===== config.mk =====
export PLATFORM = sky130hd
export DESIGN_NAME = regfile_wb_writer
export DESIGN_NICKNAME = d
export VERILOG_FILES = /design/src/rtl/regfile_wb_writer.sv
export SDC_FILE = /design/constraint.sdc
export NUM_CORES = 1
export LEC_CHECK = 0
export ABC_AREA = 1
export BUFFER_PORTS_ARGS = -buffer_cell sky130_fd_sc_hd__buf_2
export CAP_MARGIN = 40
export CORE_ASPECT_RATIO = 1.25
export CORE_MARGIN = 8
export CORE_UTILIZATION = 40
export DETAILED_ROUTE_END_ITERATION = 16
export GPL_TIMING_DRIVEN = 0
export PLACE_DENSITY = 0.69
export SYNTH_ARGS = -nofsm -noshare
export SYNTH_HDL_FRONTEND = slang
export SYNTH_SLANG_ARGS = --single-unit

===== constraint.sdc =====
create_clock -name CLK -period 3.34 [get_ports CLK]
set_input_delay 0.167 -clock CLK [delete_from_list [all_inputs] [get_ports CLK]]
set_output_delay 0.167 -clock CLK [all_outputs]
set_load 0.05 [all_outputs]

===== src/rtl/regfile_wb_writer.sv =====
// Register-file write-back arbiter.
// Merges single-cycle pipeline results with buffered multi-cycle unit results
// into one registered write port. A pipeline write squashes older queued
// results to the same register. A starvation counter forces the queue head
// through when the pipeline keeps winning.
module regfile_wb_writer #(
    parameter int FIFO_DEPTH = 4,
    parameter int STARVE_LIM = 3
) (
    input  logic        CLK,
    input  logic        Reset,
    input  logic        pipe_wr_en,
    input  logic [4:0]  pipe_rd,
    input  logic [31:0] pipe_data,
    input  logic        mdu_valid,
    input  logic [4:0]  mdu_rd,
    input  logic [31:0] mdu_data,
    output logic        mdu_ready,
    input  logic [4:0]  q_rs,
    output logic        q_hit,
    output logic        stall,
    output logic        RegWr,
    output logic [4:0]  Rw,
    output logic [31:0] Di,
    output logic [3:0]  fifo_count,
    output logic        err
);

    localparam int PW = (FIFO_DEPTH > 1) ? $clog2(FIFO_DEPTH) : 1;
    localparam int CW = (STARVE_LIM > 0) ? $clog2(STARVE_LIM + 1) : 1;
    localparam logic [CW-1:0] LIM   = CW'(STARVE_LIM);
    localparam logic [PW:0]   DEPTH = (PW + 1)'(FIFO_DEPTH);

    // Queue storage. Squashed entries stay in place as holes until they reach
    // the head, so the queue order never has to be rebuilt.
    logic [FIFO_DEPTH-1:0] valid_q, valid_d;
    logic [4:0]            rd_q   [FIFO_DEPTH];
    logic [31:0]           data_q [FIFO_DEPTH];
    logic [PW-1:0]         hd_q, hd_d, tl_q, tl_d;
    logic [PW:0]           occ_q, occ_d;       // occupied slots, holes included
    logic [CW-1:0]         starve_q, starve_d;
    logic                  stall_q, stall_d;
    logic                  err_q, err_d;
    logic                  regwr_q, regwr_d;
    logic [4:0]            rw_q, rw_d;
    logic [31:0]           di_q, di_d;

    logic                  head_present, head_valid, head_hole;
    logic                  pipe_grant, head_grant, pop, enq;
    logic [FIFO_DEPTH-1:0] hit_vec;
    logic [3:0]            valid_cnt;

    assign head_present = (occ_q != '0);
    assign head_valid   = head_present && valid_q[hd_q];
    assign head_hole    = head_present && !valid_q[hd_q];

    // Per-entry hazard match against the query register.
    genvar gi;
    generate
        for (gi = 0; gi < FIFO_DEPTH; gi++) begin : g_hit
            assign hit_vec[gi] = valid_q[gi] && (rd_q[gi] == q_rs);
        end
    endgenerate

    assign q_hit = (q_rs != 5'd0) && (|hit_vec);

    // Count only live entries; holes do not count.
    always_comb begin
        valid_cnt = 4'd0;
        for (int i = 0; i < FIFO_DEPTH; i++) begin
            valid_cnt = valid_cnt + 4'(valid_q[i]);
        end
    end

    assign fifo_count = valid_cnt;
    // A hole at the head is always discarded this cycle, so its slot is free
    // for the tail even when every physical slot is occupied.
    assign mdu_ready  = (valid_cnt < 4'(FIFO_DEPTH)) && ((occ_q != DEPTH) || head_hole);

    assign stall = stall_q;
    assign err   = err_q;
    assign RegWr = regwr_q;
    assign Rw    = rw_q;
    assign Di    = di_q;

    // Arbitration, squash, queue bookkeeping and starvation tracking.
    always_comb begin
        valid_d    = valid_q;
        hd_d       = hd_q;
        tl_d       = tl_q;
        occ_d      = occ_q;
        starve_d   = starve_q;
        stall_d    = stall_q;
        err_d      = err_q;
        regwr_d    = 1'b0;
        rw_d       = rw_q;
        di_d       = di_q;
        pipe_grant = 1'b0;
        head_grant = 1'b0;

        if (stall_q) begin
            head_grant = head_valid;
            if (pipe_wr_en) begin
                err_d = 1'b1;
            end
        end else begin
            pipe_grant = pipe_wr_en && (pipe_rd != 5'd0);
            head_grant = !pipe_grant && head_valid;
        end

        pop = head_grant || head_hole;
        // A result to the register the pipeline is writing right now is
        // already stale, so it is accepted but dropped.
        enq = mdu_valid && mdu_ready && (mdu_rd != 5'd0) &&
              !(pipe_grant && (mdu_rd == pipe_rd));

        if (pipe_grant) begin
            regwr_d = 1'b1;
            rw_d    = pipe_rd;
            di_d    = pipe_data;
        end else if (head_grant) begin
            regwr_d = 1'b1;
            rw_d    = rd_q[hd_q];
            di_d    = data_q[hd_q];
        end

        // Clears before the enqueue set: the tail may reuse the head slot.
        if (pop) begin
            valid_d[hd_q] = 1'b0;
            hd_d          = hd_q + PW'(1);
        end
        if (pipe_grant) begin
            for (int i = 0; i < FIFO_DEPTH; i++) begin
                if (valid_q[i] && (rd_q[i] == pipe_rd)) begin
                    valid_d[i] = 1'b0;
                end
            end
        end
        if (enq) begin
            valid_d[tl_q] = 1'b1;
            tl_d          = tl_q + PW'(1);
        end
        occ_d = occ_q + (PW + 1)'(enq) - (PW + 1)'(pop);

        // Stall rises on the edge where the blocked count reaches the limit.
        if (head_grant) begin
            starve_d = '0;
            stall_d  = 1'b0;
        end else if (head_valid) begin
            if (starve_q < LIM) begin
                starve_d = starve_q + CW'(1);
            end
            if (starve_q >= LIM - CW'(1)) begin
                stall_d = 1'b1;
            end
        end else begin
            starve_d = '0;
            if (!head_present) begin
                stall_d = 1'b0;
            end
        end
    end

    // Control state and registered write port.
    always_ff @(posedge CLK or posedge Reset) begin
        if (Reset) begin
            valid_q  <= '0;
            hd_q     <= '0;
            tl_q     <= '0;
            occ_q    <= '0;
            starve_q <= '0;
            stall_q  <= 1'b0;
            err_q    <= 1'b0;
            regwr_q  <= 1'b0;
            rw_q     <= 5'd0;
            di_q     <= 32'd0;
        end else begin
            valid_q  <= valid_d;
            hd_q     <= hd_d;
            tl_q     <= tl_d;
            occ_q    <= occ_d;
            starve_q <= starve_d;
            stall_q  <= stall_d;
            err_q    <= err_d;
            regwr_q  <= regwr_d;
            rw_q     <= rw_d;
            di_q     <= di_d;
        end
    end

    // Payload storage; only meaningful where the matching valid bit is set.
    always_ff @(posedge CLK) begin
        if (enq) begin
            rd_q[tl_q]   <= mdu_rd;
            data_q[tl_q] <= mdu_data;
        end
    end

endmodule


=== Yosys cells after proc, flatten, opt, wreduce, memory -nomap -nowiden ===
Memory sizes are Yosys's and may differ from the RTL's.
Index checks and enable logic that the tools add are counted.

* Bits in registers: 53
* Memory bits (writable): 148
* Bits of input ports: 83
* Output and inout bits: 46
* Word-level logic and storage cells: 106
* Memories: 2

{| class="wikitable"
|+ Memories
! memory !! words !! bits a word !! rd ports !! clocked after Yosys merged registers in !! wr ports !! line !! RTL
|-
| data_q || 4 || 32 || 1 || 0 || 1 || 38 || <nowiki>logic [31:0] data_q [FIFO_DEPTH];</nowiki>
|-
| rd_q || 4 || 5 || 5 || 0 || 1 || 37 || <nowiki>logic [4:0] rd_q [FIFO_DEPTH];</nowiki>
|}

* Add/sub/neg operators: 8
* $lt $le $gt $ge: 7
* Eq/ne operators: 13
* Muxes and demuxes: 30
* Bitwise gates (word level): 3
* Reduce and logical (&&, ||, !) cells: 33

{| class="wikitable"
|+ Operators by type and width
! operator !! number
|-
| $mux 32 || 2
|-
| $eq 5x5->1 || 9
|-
| $logic_and 1x1->1 || 20
|-
| $mux 1 || 17
|-
| $reduce_bool 5->1 || 3
|-
| $mux 4 || 3
|-
| $mux 5 || 2
|-
| $ne 3x1->1 const B || 3
|-
| $add 2x1->2 const B || 3
|-
| $lt 2x3->1 const B || 2
|-
| $mux 2 || 3
|-
| $add 3x1->4 || 1
|-
| $and 4x4->4 || 1
|-
| $demux 1 s2 || 2
|-
| $ge 2x1->1 const B || 2
|-
| $lt 4x3->1 const B || 1
|-
| $not 4->4 || 1
|-
| $or 4x4->4 || 1
|-
| $reduce_and 2->1 || 2
|-
| $reduce_or 4->1 || 1
|-
| $add 2x1->3 || 1
|-
| $add 3x1->3 || 1
|-
| $logic_not 1->1 || 3
|-
| $ne 3x3->1 const B || 1
|-
| 8 further kinds || 9
|}

=== Depth between registers and ports, before layout ===
Gate-level depths: netlist (run 1).

* Depth after elaboration: 11
* Mapped depth: 15
* Depth with buffers taken out: 15

=== Worst setup path after synthesis (run 1) ===
OpenSTA, ideal clock, no wires.

* Path kind: flip-flop to flip-flop
* Start: register valid_q[0]
* End: register occ_q[2]
* Library setup time: 129 ps
* Data arrival time: 3085 ps
* Required time: 3211 ps
* Path slack: 127 ps
* Cell stages (with the launch flop): 16
* Cell sequence: dfrtp_1 > inv_1 > fa_1 > inv_1 > ha_1 > ha_1 > inv_1 > nand2_1 > nor2_2 > nand2_1 > ha_1 > inv_1 > ha_1 > fa_1 > xnor2_1 > xor2_1

{| class="wikitable"
|+ RTL lines
! element !! line !! RTL
|-
| start: declaration || 36 || <nowiki>logic [FIFO_DEPTH-1:0] valid_q, valid_d;</nowiki>
|-
| start signal: assignment || 178 || <nowiki>valid_q <= valid_d;</nowiki>
|-
| $add 1x1->2 || 71 || <nowiki>valid_cnt = valid_cnt + 4'(valid_q[i]);</nowiki>
|-
| $add 2x1->3 || 71 ||
|-
| $add 3x1->4 || 71 ||
|-
| via fifo_count[2] || 25 || <nowiki>output logic [3:0] fifo_count,</nowiki>
|-
| $lt 4x3->1 || 78 || <nowiki>assign mdu_ready = (valid_cnt < 4'(FIFO_DEPTH)) && ((occ_q != DEPTH) || head_hole);</nowiki>
|-
| $logic_and 1x1->1 || 78 ||
|-
| $logic_and 1x1->1 (3 in series) || 114 || <nowiki>enq = mdu_valid && mdu_ready && (mdu_rd != 5'd0) &&</nowiki>
|-
| $add 3x1->3 || 143 || <nowiki>occ_d = occ_q + (PW + 1)'(enq) - (PW + 1)'(pop);</nowiki>
|-
| $sub 3x1->3 || 143 ||
|-
| via occ_d[2] || 40 || <nowiki>logic [PW:0] occ_q, occ_d;</nowiki>
|-
| end signal: assignment || 170 || <nowiki>occ_q <= '0;</nowiki>
|-
| end signal: assignment || 181 || <nowiki>occ_q <= occ_d;</nowiki>
|-
| end: declaration || 40 ||
|}

The timed path passes the listed nets, and every way through them passes these cells. The select of a mux whose other input is x is not followed.
A chain may end at the register's enable or synchronous reset.

=== Worst setup path in the final report (run 1) ===
* Start: register valid_q[0]
* End: register occ_q[2]

* Longest elaborated chain between the ends: 11

{| class="wikitable"
|+ Ends and longest elaborated chain
! element !! line
|-
| branches (longest 10 deep; another with $add 3x1->4) || --
|-
| $sub 3x1->3 (*) || 143
|-
| via occ_d[2] || 40
|}

Mark *: on every way through the listed nets, which the timed path passes. The select of a mux whose other input is x is not followed.

==> results of run 1 <==
==> repair_timing <==
action / 4_1_cts / 5_1_grt
setup buffers: 0 / 5
resized for setup: 0 / 2
hold buffers: 70 / 0
hold endpoints to repair: 211 / 0
endpoints found under the setup margin: 0 / 1
==> worst reg2reg max path: cells and delay by family, from the launching register on <==
kind,cells,cell delay (ns)
adder cells (fa/ha/maj),6,1.77
AND/OR/NAND/NOR,3,0.39
flip-flops,1,0.38
XOR/XNOR,2,0.30
buffers and inverters,4,0.22
==> metal layers <==
| layer | up-vias | part of all wire [%] | global-route usage [%] |
|---|---|---|---|
| met5 | - | 0 | 0 |
| met4 | 0 | 3.1 | 6.79 |
| met3 | 50 | 5.5 | 2.66 |
| met2 | 260 | 50 | 30.6 |
| met1 | 3287 | 42 | 21.5 |
| li1 | 3397 | - | - |
==> logic make-up after synthesis <==
family | Yosys count | synth area share [%]
AND/OR/NAND/NOR | 340 | 17.0
flip-flops | 201 | 61.5
AO/OA/AOI/OAI | 141 | 9.39
buffers and inverters | 129 | 6.81
XOR/XNOR | 31 | 2.90
adder cells (fa/ha/maj) | 16 | 2.30
other | 1 | 0.0400
==> state kept, by name, indices dropped and copies added, names as in the netlist <==
signal    count
starve_q      2
Rw            5
RegWr         1
occ_q         3
rd_q         20
data_q      128
stall         1
tl_q          2
err           1
Di           32
hd_q          2
valid_q       4
==> synth_stat cells (8+ instances only) <==
| cell type | count | area [µm²] |
|---|---|---|
| buf_2 | 23 | 115 |
| nand3_1 | 62 | 310 |
| o211ai_1 | 69 | 518 |
| inv_1 | 78 | 293 |
| o21ai_0 | 57 | 285 |
| a21oi_1 | 13 | 65.1 |
| xnor2_1 | 17 | 149 |
| clkbuf_1 | 8 | 30.0 |
| buf_4 | 8 | 60.1 |
| nand2_1 | 134 | 503 |
| dfrtp_1 | 53 | 1330 |
| nor2_1 | 102 | 383 |
| nand3_2 | 33 | 330 |
| edfxtp_1 | 148 | 4440 |
| ha_1 | 14 | 175 |
| xor2_1 | 14 | 123 |
==> power groups by stage <==
stage               Clock [mW]  Sequential, mW  Combinational, mW
detailed placement           0            3.87               5.58
finish                    2.46            3.82               5.67
CTS                       2.49            3.82               5.66
global route              2.59            3.89               6.17
global placement             0            3.87               5.40
floorplan                    0            4.68               3.13
==> final cells by class <==
| type | count | area share, % |
|---|---|---|
| well taps | 288 | 3.02 |
| plain buffers | 50 | 2.86 |
| clock buffers | 25 | 4.62 |
| multi-input cells | 529 | 25.0 |
| repair buffers | 201 | 12.1 |
| inverters | 79 | 2.49 |
| clock inverters | 13 | 1.51 |
| flip-flops and latches | 201 | 48.4 |
==> worst min path at each step <==
| stage | start | end | slack (ns) | depth (start not counted) |
|---|---|---|---|---|
| global route | pipe_data[29] | Di[29]$_DFFE_PP0P_ | 0.005 | 3 |
| floorplan | mdu_data[0] | data_q[0][0]$_DFFE_PP_ | 0.27 | 0 |
| detailed placement | Reset | err$_DFFE_PP0P_ | 0.34 | 2 |
| global placement | mdu_data[1] | data_q[0][1]$_DFFE_PP_ | 0.38 | 1 |
| finish | pipe_data[29] | Di[29]$_DFFE_PP0P_ | 0.01 | 3 |
| CTS | pipe_data[29] | Di[29]$_DFFE_PP0P_ | 0.004 | 3 |
==> impl_metrics.csv, run 1 <==
group,metric,value,unit
outcome,status,"finished clean",
critical_path,cp_num_buf_inv,4,
sta,hold_viol,0,
pwr,comb_power_share,47.4,%
critical_path,critPathLaunchType,"register",
critical_path,slowest_stage,"fa_1",
grt,grt_use_total,17.6,%
sta,tns,0,ns
yosys,syn_area,9380,µm²
yosys,synth.distinct_cells,29,
yosys,synthArstFlopShare,26.4,%
finish,diodes,0,
die,fp.dieW,153,µm
critical_path,crit_chain,"inv_1 -> fa_1 -> inv_1 -> ha_1 -> ha_1 -> inv_1 -> nand2_1 -> nor2_4 -> nand2_1 -> ha_1 -> inv_1 -> ha_1 -> fa_1 -> xnor2_2 -> xor2_1",
pwr,p_sw_share,43.8,%
sta,whs,0.0130,ns
yosys,ys_seq_area_share,61.5,%
critical_path,worstSetupEndpoint,"occ_q[2]$_DFF_PP0_",
placed_design,dp_slack,0.0311,ns
clocking,clock_latency,0.50,ns
sta,fmax,313,MHz
routing,via_per_inst,5.05,
critical_path,r2r_cells,15,
die,initial_utilization,40.7,%
pwr,p_total,12.0,mW
yosys,synth_nets,958,
sta,period_minus_slack,3.19,ns
yosys,ys_ff_latch,201,
clocking,cts_root_buf,"clkbuf_16",
critical_path,critical_path_depth,15,
sta,post-route-period-util,95.5,%
grt,antenna_found_initial,0,
critical_path,cp_max_fo,5,
placed_design,io_buffers,121,
routing,drt-total-wl,25.3,mm
pwr,switchingPower,5.24,mW
finish,syn2layout_area_growth,27.2,%
critical_path,required,3.72,ns
grt,grt.overflow.total,0,
routing,detail_route.first_pass.iterations,5,
critical_path,critPathKind,"reg -> reg",
sta,drv_slew,0,
critical_path,critical_path.top_delay_family,"adder cells",
pwr,intPower,6.72,mW
placed_design,finalWeightedCongestion,0.929,
routing,drtAntennaViolNets,0,
critical_path,timing.rr.start,"valid_q[0]$_DFF_PP0_",
clocking,cts_tree,"done",
yosys,ys.warnings.count,0,
clocking,clockBufferDepth,3,
pwr,irDropWorstVdd,0.671,mV
die,die_h,187,µm
die,dieArea,28600,µm²
yosys,synthFlopType,"edfxtp_1",
critical_path,crit_start,"valid_q[0]$_DFF_PP0_",
clocking,cts_sinks,201,
pwr,pwr-share-clk,20.6,%
pwr,power.share.sequential,32.0,%
finish,layout_commonest_cell,"edfxtp_1",
placed_design,dp.cells,1273,
critical_path,end_kind,"register",
placed_design,place_area,10400,µm²
yosys,synth_cells,859,
yosys,synth_edf_count,148,
placed_design,hpwl,17.8,mm
finish,multi_input_area,2980,µm²
clocking,path_clk_slew,0.06,ns
critical_path,r2r-end,"occ_q[2]$_DFF_PP0_",
pwr,leakage,5.02,nW
finish,drive_above_1_share,22.7,%
critical_path,arrival,3.57,ns
routing,drtIter0Drc,539,
routing,route.detailed.drc,0,
sta,setup_viol,0,
finish,nets,1182,
yosys,syn-mean-instance-area,10.9,µm²
die,core_area,23000,µm²
finish,final_cell_mix,"edfxtp_1, buf_2, nand2_1",
critical_path,max_stage_delay,0.54,ns
die,row_count,62,
routing,vias,6994,
die,ioPinCount,129,
finish,instances_no_fill,1386,
finish,fill_cells,1983,
grt,grt_pass1_wl,39.8,mm
sta,setup_ws,0.149,ns
critical_path,r2r_slack,0.15,ns
routing,wl_per_cell,18.3,µm
grt,grt_pass1_vias,7260,
pwr,powerDensity,1000,nW/µm²
sta,clock_skew,0.0206,ns
finish,final-seq-area,5770,µm²
sta,max_slew_margin,50.5,%
clocking,cts_buffers,21,
finish,final_util,51.8,%
run,maxCapViolations,0,
worst_hold_path,hold_class,"in -> reg",
clocking,htreeDepth,1,
grt,grt_max_degree,33,
sta,worstMarginPinSlew,0.741,ns
finish,final_cell_area,11900,µm²
Note: power is estimated with default switching activity, not from simulation.
==> run 2: changes to the inputs <==
--- a/config.mk
+++ b/config.mk
@@ -10,10 +10,10 @@
 export CAP_MARGIN = 40
 export CORE_ASPECT_RATIO = 1.25
 export CORE_MARGIN = 8
-export CORE_UTILIZATION = 40
+export CORE_UTILIZATION = 50
 export DETAILED_ROUTE_END_ITERATION = 16
 export GPL_TIMING_DRIVEN = 0
-export PLACE_DENSITY = 0.69
+export PLACE_DENSITY = 0.81
 export SYNTH_ARGS = -nofsm -noshare
 export SYNTH_HDL_FRONTEND = slang
 export SYNTH_SLANG_ARGS = --single-unit
==> constraint.sdc (replaced) <==
create_clock -name CLK -period 3.34 [get_ports CLK]
set_input_delay 0.668 -clock CLK [delete_from_list [all_inputs] [get_ports CLK]]
set_output_delay 0.668 -clock CLK [all_outputs]
set_load 0.05 [all_outputs]
==> impl_metrics.csv, run 2 (same netlist as run 1, synthesis figures left out) <==
group,metric,value,unit
clocking,htreeDepth,1,
placed_design,finalWeightedCongestion,0.889,
outcome,status,"finished clean",
grt,grt.overflow.total,0,
die,fp.dieW,138,µm
die,dieArea,23400,µm²
die,die_h,169,µm
die,core_area,18600,µm²
pwr,irDropWorstVdd,0.618,mV
grt,grt_pass1_vias,6932,
clocking,path_clk_slew,0.07,ns
sta,rsz0062_at_grt,"false",
routing,vias,6965,
pwr,powerDensity,1060,nW/µm²
finish,nets,1109,
sta,tns,0,ns
sta,setup_viol,0,
grt,grt_use_total,20.5,%
sta,hold_viol,0,
clocking,cts_buffers,20,
finish,instances_no_fill,1259,
pwr,p_total,11.8,mW
finish,layout_commonest_cell,"edfxtp_1",
clocking,clockBufferDepth,3,
clocking,clock_latency,0.49,ns
routing,detail_route.first_pass.iterations,5,
sta,clock_skew,0.0203,ns
die,row_count,56,
placed_design,hpwl,17.1,mm
routing,via_per_inst,5.53,
clocking,cts_tree,"done",
grt,grt_max_degree,36,
finish,top_register,"data_q",
pwr,leakage,4.70,nW
critical_path,critPathKind,"reg -> reg",
placed_design,dp.cells,1217,
critical_path,cp_max_fo,4,
sta,post-route-period-util,94.1,%
sta,max_slew_margin,55.8,%
die,ioPinCount,129,
critical_path,end_kind,"register",
run,maxCapViolations,0,
finish,largest_reg_flops,128,
routing,route.detailed.drc,0,
routing,drtIter0Drc,504,
sta,drv_slew,0,
clocking,cts_sinks,201,
clocking,cts_root_buf,"clkbuf_16",
placed_design,io_buffers,121,
sta,fmax,318,MHz
grt,antenna_found_initial,4,
sta,period_minus_slack,3.14,ns
finish,drive_above_1_share,24.1,%
routing,drt-total-wl,24.7,mm
sta,worstMarginPinSlew,0.662,ns
worst_hold_path,hold_class,"in -> async",
critical_path,critPathLaunchType,"register",
critical_path,required,3.76,ns
routing,drtAntennaViolNets,0,
grt,grt_pass1_wl,38.0,mm
routing,wl_per_cell,19.6,µm
finish,syn2layout_area_growth,18.7,%
critical_path,arrival,3.56,ns
die,initial_utilization,50.5,%
finish,final_cell_mix,"edfxtp_1, buf_2, nand2_1",
run 2: path summary, 6_finish.rpt:
| check | cells past startpoint | from | to | slack, ns |
|---|---|---|---|---|
| worst max-delay path | 15 | valid_q[0]$_DFF_PP0_ | occ_q[2]$_DFF_PP0_ | 0.20 |
| worst min-delay path | 2 | Reset | tl_q[0]$_DFFE_PP0P_ | 0.27 |
| worst max register to register | 15 | valid_q[0]$_DFF_PP0_ | occ_q[2]$_DFF_PP0_ | 0.20 |
| worst min register to register | 1 | err$_DFFE_PP0P_ | err$_DFFE_PP0P_ | 0.46 |
| max in group asynchronous | 3 | Reset | Di[1]$_DFFE_PP0P_ | 2.46 |
| min in group CLK | 1 | mdu_data[18] | data_q[1][18]$_DFFE_PP_ | 0.39 |
run 2: where the power goes:
group	total (mW)	leakage (nW)	switching, mW	internal (mW)
clock network	2.40	0.337	0.964	1.44
registers	3.84	1.99	0.371	3.47
logic	5.52	2.37	3.86	1.66
run 2: what timing repair did:
item | 4_1_cts | 5_1_grt
endpoints found under the setup margin | 0 | 1
resized for setup | 0 | 1
buffers inserted | 0 | 3
hold buffers | 0 | 0
run 2: final cells by class:
type                    count  area [µm²]
fillers                  1457        7440
flip-flops and latches    201        5770
multi-input cells         529        2970
repair buffers            129         736
clock buffers              24         557
plain buffers              50         342
inverters                  79         297
well taps                 232         290
clock inverters            12         158
diodes                      3        7.51
run 2: per-stage QoR:
stage	utilization (%)	worst slack, ns	hold WS [ns]	area (µm²)
detailed placement	55.9	0.0763	0.441	10400
global route	59.9	0.00684	0.320	11100
CTS	59.8	0.0495	0.277	11100
floorplan	-	0.127	0.442	9380
finish	59.9	0.197	0.266	11100
global placement	55.3	-0.291	0.434	10300
run 2: critical path, stage by stage (launching register included):
cell and delay, ns:
dfrtp_1 0.39, inv_1 0.09, fa_1 0.53, inv_1 0.04, ha_1 0.17, ha_1 0.18
inv_1 0.05, nand2_1 0.09, nor2_4 0.18, nand2_1 0.12, ha_1 0.29, inv_1 0.04
ha_1 0.18, fa_1 0.37, xnor2_1 0.18, xor2_1 0.16
run 2: routing by layer:
metal,vias to the layer above,routed length (µm),GRT usage (%)
li1,3257,-,-
met1,3360,9560,24.6
met2,300,12900,36.7
met3,46,1570,3.14
met4,2,629,7.01
met5,-,13,0
==> run 3: changes to the inputs <==
--- a/config.mk
+++ b/config.mk
@@ -14,6 +14,7 @@
 export DETAILED_ROUTE_END_ITERATION = 16
 export GPL_TIMING_DRIVEN = 0
 export PLACE_DENSITY = 0.81
+export RECOVER_POWER = 25
 export SYNTH_ARGS = -nofsm -noshare
 export SYNTH_HDL_FRONTEND = slang
 export SYNTH_SLANG_ARGS = --single-unit
==> impl_metrics.csv, run 3 (same netlist as run 1, synthesis figures left out) <==
group,metric,value,unit
clocking,path_clk_slew,0.07,ns
critical_path,crit_start,"valid_q[0]$_DFF_PP0_",
pwr,powerDensity,1060,nW/µm²
pwr,power.share.sequential,32.7,%
sta,post-route-period-util,94.2,%
pwr,irDropWorstVdd,0.618,mV
clocking,cts_buffers,20,
finish,drive_above_1_share,21.4,%
critical_path,max_stage_delay,0.53,ns
sta,hold_viol,0,
outcome,status,"finished clean",
critical_path,timing.rr.start,"valid_q[0]$_DFF_PP0_",
routing,wl_per_cell,19.6,µm
critical_path,crit_chain,"inv_1 -> fa_1 -> inv_1 -> ha_1 -> ha_1 -> inv_1 -> nand2_1 -> nor2_4 -> nand2_1 -> ha_1 -> inv_1 -> ha_1 -> fa_1 -> xnor2_1 -> xor2_1",
finish,top_register,"data_q",
placed_design,dp_slack,0.0763,ns
sta,whs,0.268,ns
die,die_h,169,µm
routing,drtIter0Drc,514,
placed_design,hpwl,17.1,mm
critical_path,critical_path.top_delay_family,"adder cells",
sta,tns,0,ns
critical_path,r2r_slack,0.19,ns
die,initial_utilization,50.5,%
critical_path,required,3.75,ns
pwr,intPower,6.57,mW
finish,final_util,59.8,%
grt,antenna_found_initial,4,
critical_path,cp_max_fo,4,
critical_path,cp_num_buf_inv,4,
finish,syn2layout_area_growth,18.3,%
routing,detail_route.first_pass.iterations,5,
clocking,cts_root_buf,"clkbuf_16",
critical_path,slowest_stage,"fa_1",
die,core_area,18600,µm²
critical_path,end_kind,"register",
placed_design,dp.cells,1217,
clocking,clockBufferDepth,3,
placed_design,finalWeightedCongestion,0.889,
placed_design,place_area,10400,µm²
sta,setup_viol,0,
clocking,cts_sinks,201,
pwr,comb_power_share,46.9,%
clocking,htreeDepth,1,
clocking,hold_buffers,0,
sta,clock_skew,0.0143,ns
pwr,p_sw_share,44.1,%
routing,drtAntennaViolNets,0,
die,ioPinCount,129,
die,row_count,56,
critical_path,r2r-end,"occ_q[2]$_DFF_PP0_",
routing,via_per_inst,5.49,
worst_hold_path,hold_class,"in -> async",
routing,drt-total-wl,24.7,mm
pwr,pwr-share-clk,20.5,%
pwr,leakage,4.62,nW
finish,nets,1109,
die,fp.dieW,138,µm
sta,drv_slew,0,
critical_path,critPathKind,"reg -> reg",
finish,layout_commonest_cell,"edfxtp_1",
routing,route.detailed.drc,0,
sta,max_slew_margin,55.9,%
finish,largest_reg_flops,128,
placed_design,io_buffers,121,
die,dieArea,23400,µm²
sta,fmax,318,MHz
finish,final_cell_mix,"edfxtp_1, nand2_1, buf_2",
critical_path,critPathLaunchType,"register",
grt,grt.overflow.total,0,
finish,final_cell_area,11100,µm²
routing,vias,6910,
pwr,switchingPower,5.18,mW
clocking,clock_latency,0.49,ns
run,maxCapViolations,0,
critical_path,r2r_cells,15,
sta,rsz0062_at_grt,"false",
critical_path,arrival,3.56,ns
grt,grt_use_total,20.5,%
pwr,p_total,11.7,mW
sta,setup_ws,0.192,ns
finish,instances_no_fill,1259,
grt,grt_max_degree,36,
sta,worstMarginPinSlew,0.660,ns
clocking,cts_tree,"done",
sta,period_minus_slack,3.15,ns
grt,grt_pass1_vias,6932,
grt,grt_pass1_wl,38.0,mm
## run 3: cell types whose count changed in the layout (fill, tap and decap cells not counted), sizes merged
cell    change
clkbuf     +28
buf        -28
## run 3: cell type report
cell class / instances / area (µm²)
antenna: 3 / 7.51
buffer: 50 / 342
clock buffer: 24 / 557
clock inverter: 12 / 158
fill: 1475 / 7470
inverter: 79 / 297
multi-input combinational: 529 / 2970
sequential: 201 / 5770
tap: 232 / 290
timing repair buffer: 129 / 701
## run 3: power groups by stage
stage	clock (mW)	sequential, mW	combinational, mW
final	2.40	3.84	5.51
after global placement	0	3.88	5.29
after CTS	2.42	3.83	5.54
after detailed placement	0	3.88	5.51
after global routing	2.52	3.90	6.00
after floorplan	0	4.68	3.13
## run 3: worst max-delay path by stage
stage                                       to  slack, ns  cells past startpoint
after floorplan             occ_q[2]$_DFF_PP0_       0.13                     15
after global placement    rd_q[3][2]$_DFFE_PP_      -0.29                     10
after detailed placement    occ_q[2]$_DFF_PP0_       0.08                     15
after CTS                   occ_q[2]$_DFF_PP0_       0.05                     15
after global routing        occ_q[2]$_DFF_PP0_      0.007                     15
final                       occ_q[2]$_DFF_PP0_       0.19                     15
## run 3: what timing repair did
| item | CTS | global route |
|---|---|---|
| buffers inserted | 0 | 3 |
| endpoints found under the setup margin | 0 | 1 |
| resized for setup | 0 | 1 |
## run 3: routing by layer
metal | vias to the layer above | GRT usage (%) | part of all wire (%)
li1 | 3254 | - | -
met1 | 3329 | 24.6 | 39
met2 | 288 | 36.7 | 52
met3 | 37 | 3.14 | 6.6
met4 | 2 | 7.01 | 2.3
met5 | - | 0 | 0.053
